==> config.mk <==
export PLATFORM = sky130hd
export DESIGN_NAME = rx_axis_pkt_reader
export DESIGN_NICKNAME = d
export VERILOG_FILES = /design/src/rtl/rx_axis_pkg.sv /design/src/rtl/rx_axis_obuf.sv /design/src/rtl/rx_axis_pkt_reader.sv
export SDC_FILE = /design/constraint.sdc
export NUM_CORES = 2
export LEC_CHECK = 0
export BUFFER_PORTS_ARGS = -buffer_cell sky130_fd_sc_hd__buf_2
export CAP_MARGIN = 10
export CORE_AREA = 2 2 275 277
export CTS_CLUSTER_DIAMETER = 50
export DETAILED_ROUTE_END_ITERATION = 8
export DIE_AREA = 0 0 277 279
export PLACE_DENSITY = 0.81
export SETUP_SLACK_MARGIN = 0.02
export SYNTH_ARGS = -nofsm -noshare
export SYNTH_HDL_FRONTEND = slang
export SYNTH_SLANG_ARGS = --single-unit
==> constraint.sdc <==
create_clock -name clk -period 3.5 [get_ports clk]
set_input_delay 0.35 -clock clk [delete_from_list [all_inputs] [get_ports clk]]
set_output_delay 0.35 -clock clk [all_outputs]
set_load 0.05 [all_outputs]
==> src/rtl/rx_axis_pkg.sv <==
// Shared definitions for the rx AXIS packet reader.
//   WIDTH/KEEP/LEN_W : beat width, bytes per beat, length field width
//   OBUF_DEPTH       : output buffer entries (read-ahead limit)
//   rd_state_e       : reader FSM states
//   beat_t           : one buffered output beat {data, keep, last}
package rx_axis_pkg;

  localparam int unsigned WIDTH      = 256;
  localparam int unsigned KEEP       = WIDTH / 8;
  localparam int unsigned LEN_W      = 16;
  localparam int unsigned OBUF_DEPTH = 3;
  localparam int unsigned KEEP_LOG2  = $clog2(KEEP);
  // 65535 bytes needs 2048 words, which fits LEN_W-4 bits
  localparam int unsigned WCNT_W     = LEN_W - 4;

  typedef enum logic [1:0] {
    IDLE,
    LEN,
    DATA
  } rd_state_e;

  typedef struct packed {
    logic [WIDTH-1:0] data;
    logic [KEEP-1:0]  keep;
    logic             last;
  } beat_t;

  // Number of data words spanned by a packet of len bytes (ceiling division).
  function automatic logic [WCNT_W-1:0] words_for_len(input logic [LEN_W-1:0] len);
    logic [LEN_W:0] sum;
    sum = {1'b0, len} + (LEN_W+1)'(KEEP - 1);
    return WCNT_W'(sum >> KEEP_LOG2);
  endfunction

  // Byte enables of the final beat of a packet of len bytes.
  function automatic logic [KEEP-1:0] keep_for_len(input logic [LEN_W-1:0] len);
    logic [KEEP_LOG2-1:0] rem;
    rem = len[KEEP_LOG2-1:0];
    if (rem == '0) begin
      return '1;
    end
    return (KEEP'(1) << rem) - KEEP'(1);
  endfunction

endpackage

==> src/rtl/rx_axis_obuf.sv <==
// 3-entry synchronous FIFO of output beats.
//   clk, reset_ : clock, asynchronous active-low reset
//   push, push_beat : write request and the beat to store
//   pop         : remove the head entry (ignored when empty)
//   occ         : current number of stored beats
//   head        : oldest stored beat (storage is cleared on reset)
module rx_axis_obuf
  import rx_axis_pkg::*;
(
  input  logic       clk,
  input  logic       reset_,
  input  logic       push,
  input  beat_t      push_beat,
  input  logic       pop,
  output logic [1:0] occ,
  output beat_t      head
);

  beat_t      mem [OBUF_DEPTH];
  logic [1:0] wr_ptr;
  logic [1:0] rd_ptr;
  logic       do_push;
  logic       do_pop;

  function automatic logic [1:0] ptr_inc(input logic [1:0] p);
    return (p == 2'(OBUF_DEPTH - 1)) ? 2'd0 : p + 2'd1;
  endfunction

  assign do_pop  = pop && (occ != 2'd0);
  assign do_push = push && ((occ != 2'(OBUF_DEPTH)) || do_pop);
  assign head    = mem[rd_ptr];

  always_ff @(posedge clk or negedge reset_) begin
    if (!reset_) begin
      for (int unsigned i = 0; i < OBUF_DEPTH; i++) begin
        mem[i] <= '0;
      end
      wr_ptr <= '0;
      rd_ptr <= '0;
      occ    <= '0;
    end else begin
      if (do_push) begin
        mem[wr_ptr] <= push_beat;
        wr_ptr      <= ptr_inc(wr_ptr);
      end
      if (do_pop) begin
        rd_ptr <= ptr_inc(rd_ptr);
      end
      case ({do_push, do_pop})
        2'b10:   occ <= occ + 2'd1;
        2'b01:   occ <= occ - 2'd1;
        default: occ <= occ;
      endcase
    end
  end

endmodule

==> src/rtl/rx_axis_pkt_reader.sv <==
// Drains the rx data FIFO and packet-length FIFO and presents each packet
// as an AXI4-Stream master with byte-accurate tkeep/tlast.
//   clk, reset_            : FIFO read clock, asynchronous active-low reset
//   ctl_rdempty/rden/dataout : length FIFO read side (data valid cycle after rden)
//   dat_rdempty/rden/dataout : data FIFO read side (data valid cycle after rden)
//   m_axis_*               : AXI4-Stream master output
//   pkt_cnt                : packets delivered (tlast handshakes), wraps
//   err_zero_len           : sticky, a zero-length entry was popped
module rx_axis_pkt_reader
  import rx_axis_pkg::*;
(
  input  logic             clk,
  input  logic             reset_,
  input  logic             ctl_rdempty,
  output logic             ctl_rden,
  input  logic [LEN_W-1:0] ctl_dataout,
  input  logic             dat_rdempty,
  output logic             dat_rden,
  input  logic [WIDTH-1:0] dat_dataout,
  output logic             m_axis_tvalid,
  input  logic             m_axis_tready,
  output logic [WIDTH-1:0] m_axis_tdata,
  output logic [KEEP-1:0]  m_axis_tkeep,
  output logic             m_axis_tlast,
  output logic [31:0]      pkt_cnt,
  output logic             err_zero_len
);

  rd_state_e         state, state_nxt;
  logic [WCNT_W-1:0] words_left, words_left_nxt;
  logic [KEEP-1:0]   last_keep, last_keep_nxt;
  logic              zero_len_hit;
  logic              rd_last;
  logic [KEEP-1:0]   rd_keep;

  logic              inflight;
  logic              tag_last;
  logic [KEEP-1:0]   tag_keep;
  logic [1:0]        occ;
  logic              credit_ok;
  logic              pop;
  beat_t             push_beat;
  beat_t             head;

  // Read-ahead credit uses only registered terms so tready never reaches a
  // FIFO read enable combinationally.
  assign credit_ok = ({1'b0, occ} + {2'b0, inflight}) < 3'(OBUF_DEPTH);

  always_comb begin
    state_nxt      = state;
    words_left_nxt = words_left;
    last_keep_nxt  = last_keep;
    ctl_rden       = 1'b0;
    dat_rden       = 1'b0;
    zero_len_hit   = 1'b0;
    rd_last        = 1'b0;
    rd_keep        = '1;
    case (state)
      IDLE: begin
        if (!ctl_rdempty) begin
          ctl_rden  = 1'b1;
          state_nxt = LEN;
        end
      end
      LEN: begin
        if (ctl_dataout == '0) begin
          zero_len_hit = 1'b1;
          state_nxt    = IDLE;
        end else begin
          words_left_nxt = words_for_len(ctl_dataout);
          last_keep_nxt  = keep_for_len(ctl_dataout);
          state_nxt      = DATA;
        end
      end
      DATA: begin
        if (!dat_rdempty && credit_ok) begin
          dat_rden       = 1'b1;
          words_left_nxt = words_left - WCNT_W'(1);
          if (words_left == WCNT_W'(1)) begin
            rd_last   = 1'b1;
            rd_keep   = last_keep;
            state_nxt = IDLE;
          end
        end
      end
      default: state_nxt = IDLE;
    endcase
  end

  always_ff @(posedge clk or negedge reset_) begin
    if (!reset_) begin
      state        <= IDLE;
      words_left   <= '0;
      last_keep    <= '0;
      inflight     <= 1'b0;
      tag_last     <= 1'b0;
      tag_keep     <= '0;
      err_zero_len <= 1'b0;
      pkt_cnt      <= '0;
    end else begin
      state      <= state_nxt;
      words_left <= words_left_nxt;
      last_keep  <= last_keep_nxt;
      inflight   <= dat_rden;
      tag_last   <= rd_last;
      tag_keep   <= rd_keep;
      if (zero_len_hit) begin
        err_zero_len <= 1'b1;
      end
      if (pop && m_axis_tlast) begin
        pkt_cnt <= pkt_cnt + 32'd1;
      end
    end
  end

  assign push_beat = '{data: dat_dataout, keep: tag_keep, last: tag_last};
  assign pop       = m_axis_tvalid && m_axis_tready;

  rx_axis_obuf u_obuf (
    .clk       (clk),
    .reset_    (reset_),
    .push      (inflight),
    .push_beat (push_beat),
    .pop       (pop),
    .occ       (occ),
    .head      (head)
  );

  assign m_axis_tvalid = (occ != 2'd0);
  assign m_axis_tdata  = head.data;
  assign m_axis_tkeep  = head.keep;
  assign m_axis_tlast  = head.last;

endmodule

# [Yosys cells after proc, flatten, opt, wreduce, memory -nomap -nowiden]
# Cells that the tools add are included.
[totals] word_cells=100 in_bits=277 output_inout_bits=325 regBits=986
[op_classes] muxes=34 n_eq_ne=12 n_addsub=9 shift=1 bitwise=3 reduce_logical=17 magnitude_cmp=4
[op_table] cell="$bwmux W867" n=1
[op_table] cell="$mux W289" n=3
[op_table] cell="$bmux W289 S2" n=1
[op_table] cell="$demux W289 S2" n=1
[op_table] cell="$mux W32" n=5
[op_table] cell="$add A32 B1 Y32 const B" n=1
[op_table] cell="$shl A1 B5 Y32 const A" n=1
[op_table] cell="$sub A32 B2 Y32 const B" n=1
[op_table] cell="$mux W12" n=2
[op_table] cell="$pmux W12 S2" n=1
[op_table] cell="$add A16 B5 Y17 const B" n=1
[op_table] cell="$logic_not A16 Y1" n=1
[op_table] cell="$eq A12 B1 Y1 const B" n=1
[op_table] cell="$mux W1" n=12
[op_table] cell="$mux W2" n=6
[op_table] cell="$sub A12 B1 Y12 const B" n=1
[op_table] cell="$ne A2 B2 Y1 const B" n=5
[op_table] cell="$eq A2 B2 Y1 const B" n=4
[op_table] cell="$add A2 B1 Y2 const B" n=3
[op_table] cell="$ge A3 B3 Y1 const B" n=2
[op_table] cell="$logic_and A1 B1 Y1" n=6
[op_table] cell="$not A2 Y3" n=2
[op_table] cell="$pmux W2 S3" n=1
[op_table] cell="$reduce_and A3 Y1" n=2
[op_table] cell="13 further kinds" n=16

# [Longest topological paths before layout]
[logic_depth] word_depth=7 depth_mapped=13 ltp_nobuf=9

# [Cells and area by module]
# From an unflattened synthesis, not the netlist that was laid out.
[unflattened] cells_unflattened=3370 area_unflattened_um2=43560.5
[modules_own_cells] mod="rx_axis_obuf" area_each_um2=38196.6 instances=1 cells_each=2823
[modules_own_cells] mod="rx_axis_pkt_reader" area_each_um2=5363.9 instances=1 cells_each=547

# [Worst setup path after synthesis]
# No wires, ideal clock.
[synth_timing] kind="register -> output" start="register u_obuf.rd_ptr[0]" end="output m_axis_tdata[0]" setup_slack_ns=0.670 path_stages_with_launch=6 t_required_ns=3.150 arrival_time_ns=2.480 path_cell_list="dfrtp_1 -> clkbuf_1 -> clkbuf_1 -> clkbuf_1 -> mux2i_1 -> o21ai_0"
[synth_via] elab_chain_cells=4
[synth_rtl] item="start, declared" line="rx_axis_obuf.sv:21" rtl="logic [1:0] rd_ptr;"
[synth_rtl] item="start signal, assigned" line="rx_axis_obuf.sv:47" rtl="rd_ptr <= ptr_inc(rd_ptr);"
[synth_rtl] item="$not A2 Y3 (not written as such)" line="rx_axis_obuf.sv:31" rtl="assign head = mem[rd_ptr];"
[synth_rtl] item="$bmux W289 S2" line="rx_axis_obuf.sv:31"
[synth_rtl] item="$mux W289 (not written as such) (2 in a row)" line="rx_axis_obuf.sv:31"
[synth_rtl] item="end, declared" line="rx_axis_pkt_reader.sv:22" rtl="output logic [WIDTH-1:0] m_axis_tdata,"
# Every way passes these cells. The select of a mux whose other input is x is not followed.

# [Worst setup path in the final report]
[layout_timing] start="register u_obuf.rd_ptr[0]" end="output m_axis_tdata[173]"
# Same word-level chain as after synthesis.

==> results.toml <==
[global_routing]
grt_pass1_wl_um = 187000
grt_max_degree = 149
grt_pass1_vias = 33400
groute.usage.overall_pct = 30.3
grt-ovfl-total = 0
grt_antenna_before_repair = 13

[place]
portBuffers = 601
gp_congestion = 0.876
dp_slack_ns = 0.737
hpwl_um = 70600
dpl_cell_area_mm2 = 0.0478

[sta]
relSlewSlack_pct = 37.0
hold_violations = 0
rsz0062_at_grt = "false"
min_period_ns = 3.34
fin_ws_ns = 0.163
finalSetupViolCount = 0
tns_ns = 0
drv_slew = 0
skew_ns = 0.0312
tightest_slew_ns = 0.945
fmax_mhz = 300
period_share_pct = 95.4

[route]
route.met2.wl_um = 58900
wl_met3_um = 7450
postRouteAntennaNets = 0
drtIter0Drc = 2175
wirelength_um = 118000
dr.pass1.iters = 6
drc = 0
routedWlPerCell_um = 22.4
vias = 31100
wl_met1_um = 45800
top_layer = "met5"
vias_per_cell = 5.91

[worst_setup_path]
cpMostUsedCell = "buf_12"
crit_arrival_ns = 2.99
cp-start-kind = "flop"
cp_data_required_time_ns = 3.15
crit_path_top_delay_cell = "dfrtp_4"
critPathTopFamily = "buffers and inverters"
cp_max_fo = 44
crit_type = "flop to output pin"
cp-end-kind = "output pin"
cp.buffers_inverters = 3
slowest_delay_ns = 0.70
crit_path_cell_trace = "buf_12, buf_12, mux2i_1, o21ai_0, buf_2"

[die]
die_y_um = 279
ios = 602
initial_core_util_pct = 58.7
die-area_mm2 = 0.0773
die_x_um = 277
rows = 100
core_area_mm2 = 0.0741

[logic_synthesis]
netlist_instances = 3367
yosys_warnings = 0
synth-edff-count = 0
avgSynthCellArea_um2 = 12.9
syn_nets = 3651
synthDistinctLibCells = 64
ys_ff_latch = 986
ys.flop_type = "dfrtp_1"
synth_area_mm2 = 0.0434
async_reset_ff_share_pct = 100
ys_seq_area_share_pct = 56.8

[min_path]
min-delay-path-class = "primary input to flop"

[finish]
area_delta_synth_final_pct = 24.8
final_util_pct = 73.2
register_area_mm2 = 0.0247
multiInputGateArea_mm2 = 0.0177
final_nets = 4485
layout-drive-gt1-share_pct = 41.0
fillCellCount = 4390
final_cell_area_mm2 = 0.0542

[clocking]
cts_sinks = 986
cts_max_path_buffers = 3
cts_tree = "done"
path_clk_slew_ns = 0.06
clkLatencyLatePin_ns = 0.66
cts_root_buffer = "clkbuf_16"
cts_made_buffers = 104
htreeDepth = 3

[status]
outcome = "completed"

[power_and_ir_drop]
leakagePower_nw = 24.8
power_density_mw_per_mm2 = 1080
peakVddDrop_uv = 851

[run]
max_cap_violations = 0
layer usage:
| metal | vias up | GRT usage (%) |
|---|---|---|
| li1 | 13600 | - |
| met1 | 15900 | 36.9 |
| met2 | 1221 | 50.9 |
| met3 | 371 | 6.50 |
| met4 | 2 | 16.3 |
| met5 | - | 0 |
synthesized netlist by cell type (all sizes together) (4+ instances only):
master    n  share of area (%)
dfrtp   986                 57
mux2    868                 22
nand2   351                3.0
o21ai   325                3.8
mux2i   290                6.7
clkbuf  119                1.0
buf     108                1.3
nor2     42               0.38
or3      39               0.57
xnor2    29               0.60
nand3    28               0.32
nor3     18               0.22
a31oi    16               0.23
xor2     15               0.30
inv      14               0.12
nand4    14               0.20
a21oi    11               0.13
nor4     10               0.25
a211oi    7               0.12
ha        7               0.20
nor2b     6              0.086
o21a      5              0.086
a21o      4              0.069
and3      4              0.058
o211ai    4              0.069
o221ai    4              0.081
or2       4              0.058
metrics by stage:
step                      std cells  hold WS (ns)  total power (W)
after floorplan                3367        0.0544           0.0387
after global placement         4802         0.443           0.0451
after detailed placement       4802         0.452           0.0459
after CTS                      5252        0.0164           0.0581
after global routing           5268        0.0616           0.0611
final                          5268        0.0710           0.0587
placed cells by master (no fill, tap or decap), drive strengths merged, types with 5 or more instances in the layout:
master	count
a31oi	16
dfrtp	986
nand3	28
nand4	14
a21oi	11
xnor2	29
nor2b	6
a211oi	7
clkinvlp	5
nor4	10
nor3	18
nand2	351
mux2i	290
buf	697
diode	12
inv	19
nor2	42
xor2	15
o21ai	325
clkbuf	146
dlygate4sd3	258
ha	7
bufinv	14
clkinv	22
o21a	5
or3	39
mux2	868
sequential cells by signal (all words and copies together), names as in the netlist:
| name | count |
|---|---|
| u_obuf.rd_ptr | 2 |
| tag_keep | 32 |
| u_obuf.mem | 867 |
| u_obuf.occ | 2 |
| u_obuf.wr_ptr | 2 |
| words_left | 12 |
| inflight | 1 |
| pkt_cnt | 32 |
| state | 2 |
| tag_last | 1 |
| last_keep | 32 |
| err_zero_len | 1 |
area by class of cell:
cell class	instances	share of cell area [%]
diodes	12	0.0554
well taps	969	2.24
inverters	14	0.0969
clock inverters	46	1.31
repair buffers	955	12.5
multi-input cells	2140	32.7
clock buffers	146	5.56
flip-flops and latches	986	45.5
kinds of logic after synthesis:
logic type,share of synthesized area (%)
XOR/XNOR,0.904
multiplexers,29.2
flip-flops,56.8
AND/OR/NAND/NOR,5.41
adder cells (fa/ha/maj),0.202
AO/OA/AOI/OAI,5.04
buffers and inverters,2.47
worst reg2reg max path: cells and delay by family, from the launching register on:
family	cells	cell delay [ns]
muxes	1	0.57
buffers and inverters	1	0.38
AOI/OAI and AO/OA	1	0.45
and+or+nand+nor	3	0.57
DFF	1	0.44
path summary, 6_finish.rpt:
kind                                  startpoint                 to  slack, ns  cells after the start
worst max register to register     u_obuf.occ[0]    u_obuf.mem[137]       0.96                      6
max in group asynchronous                 reset_    u_obuf.mem[541]       2.06                      4
worst max-delay path            u_obuf.rd_ptr[0]  m_axis_tdata[173]       0.16                      5
worst min register to register     last_keep[25]      last_keep[25]       0.46                      2
worst min-delay path             ctl_dataout[15]     words_left[11]       0.07                      3
min in group asynchronous                 reset_     u_obuf.mem[34]       0.36                      2
where the power goes:
group | total [W] | switching (W) | internal, W
Clock | 0.0117 | 0.00467 | 0.00707
Sequential | 0.0197 | 0.00305 | 0.0167
Combinational | 0.0273 | 0.0181 | 0.00914
timing repair:
item                                    4_1_cts  5_1_grt
resized for setup                             0        0
hold buffers                                258        0
buffers inserted                              0        4
endpoints found under the setup margin        0       11
hold endpoints to repair                    835        0
Power figures use the tool's default switching activity.
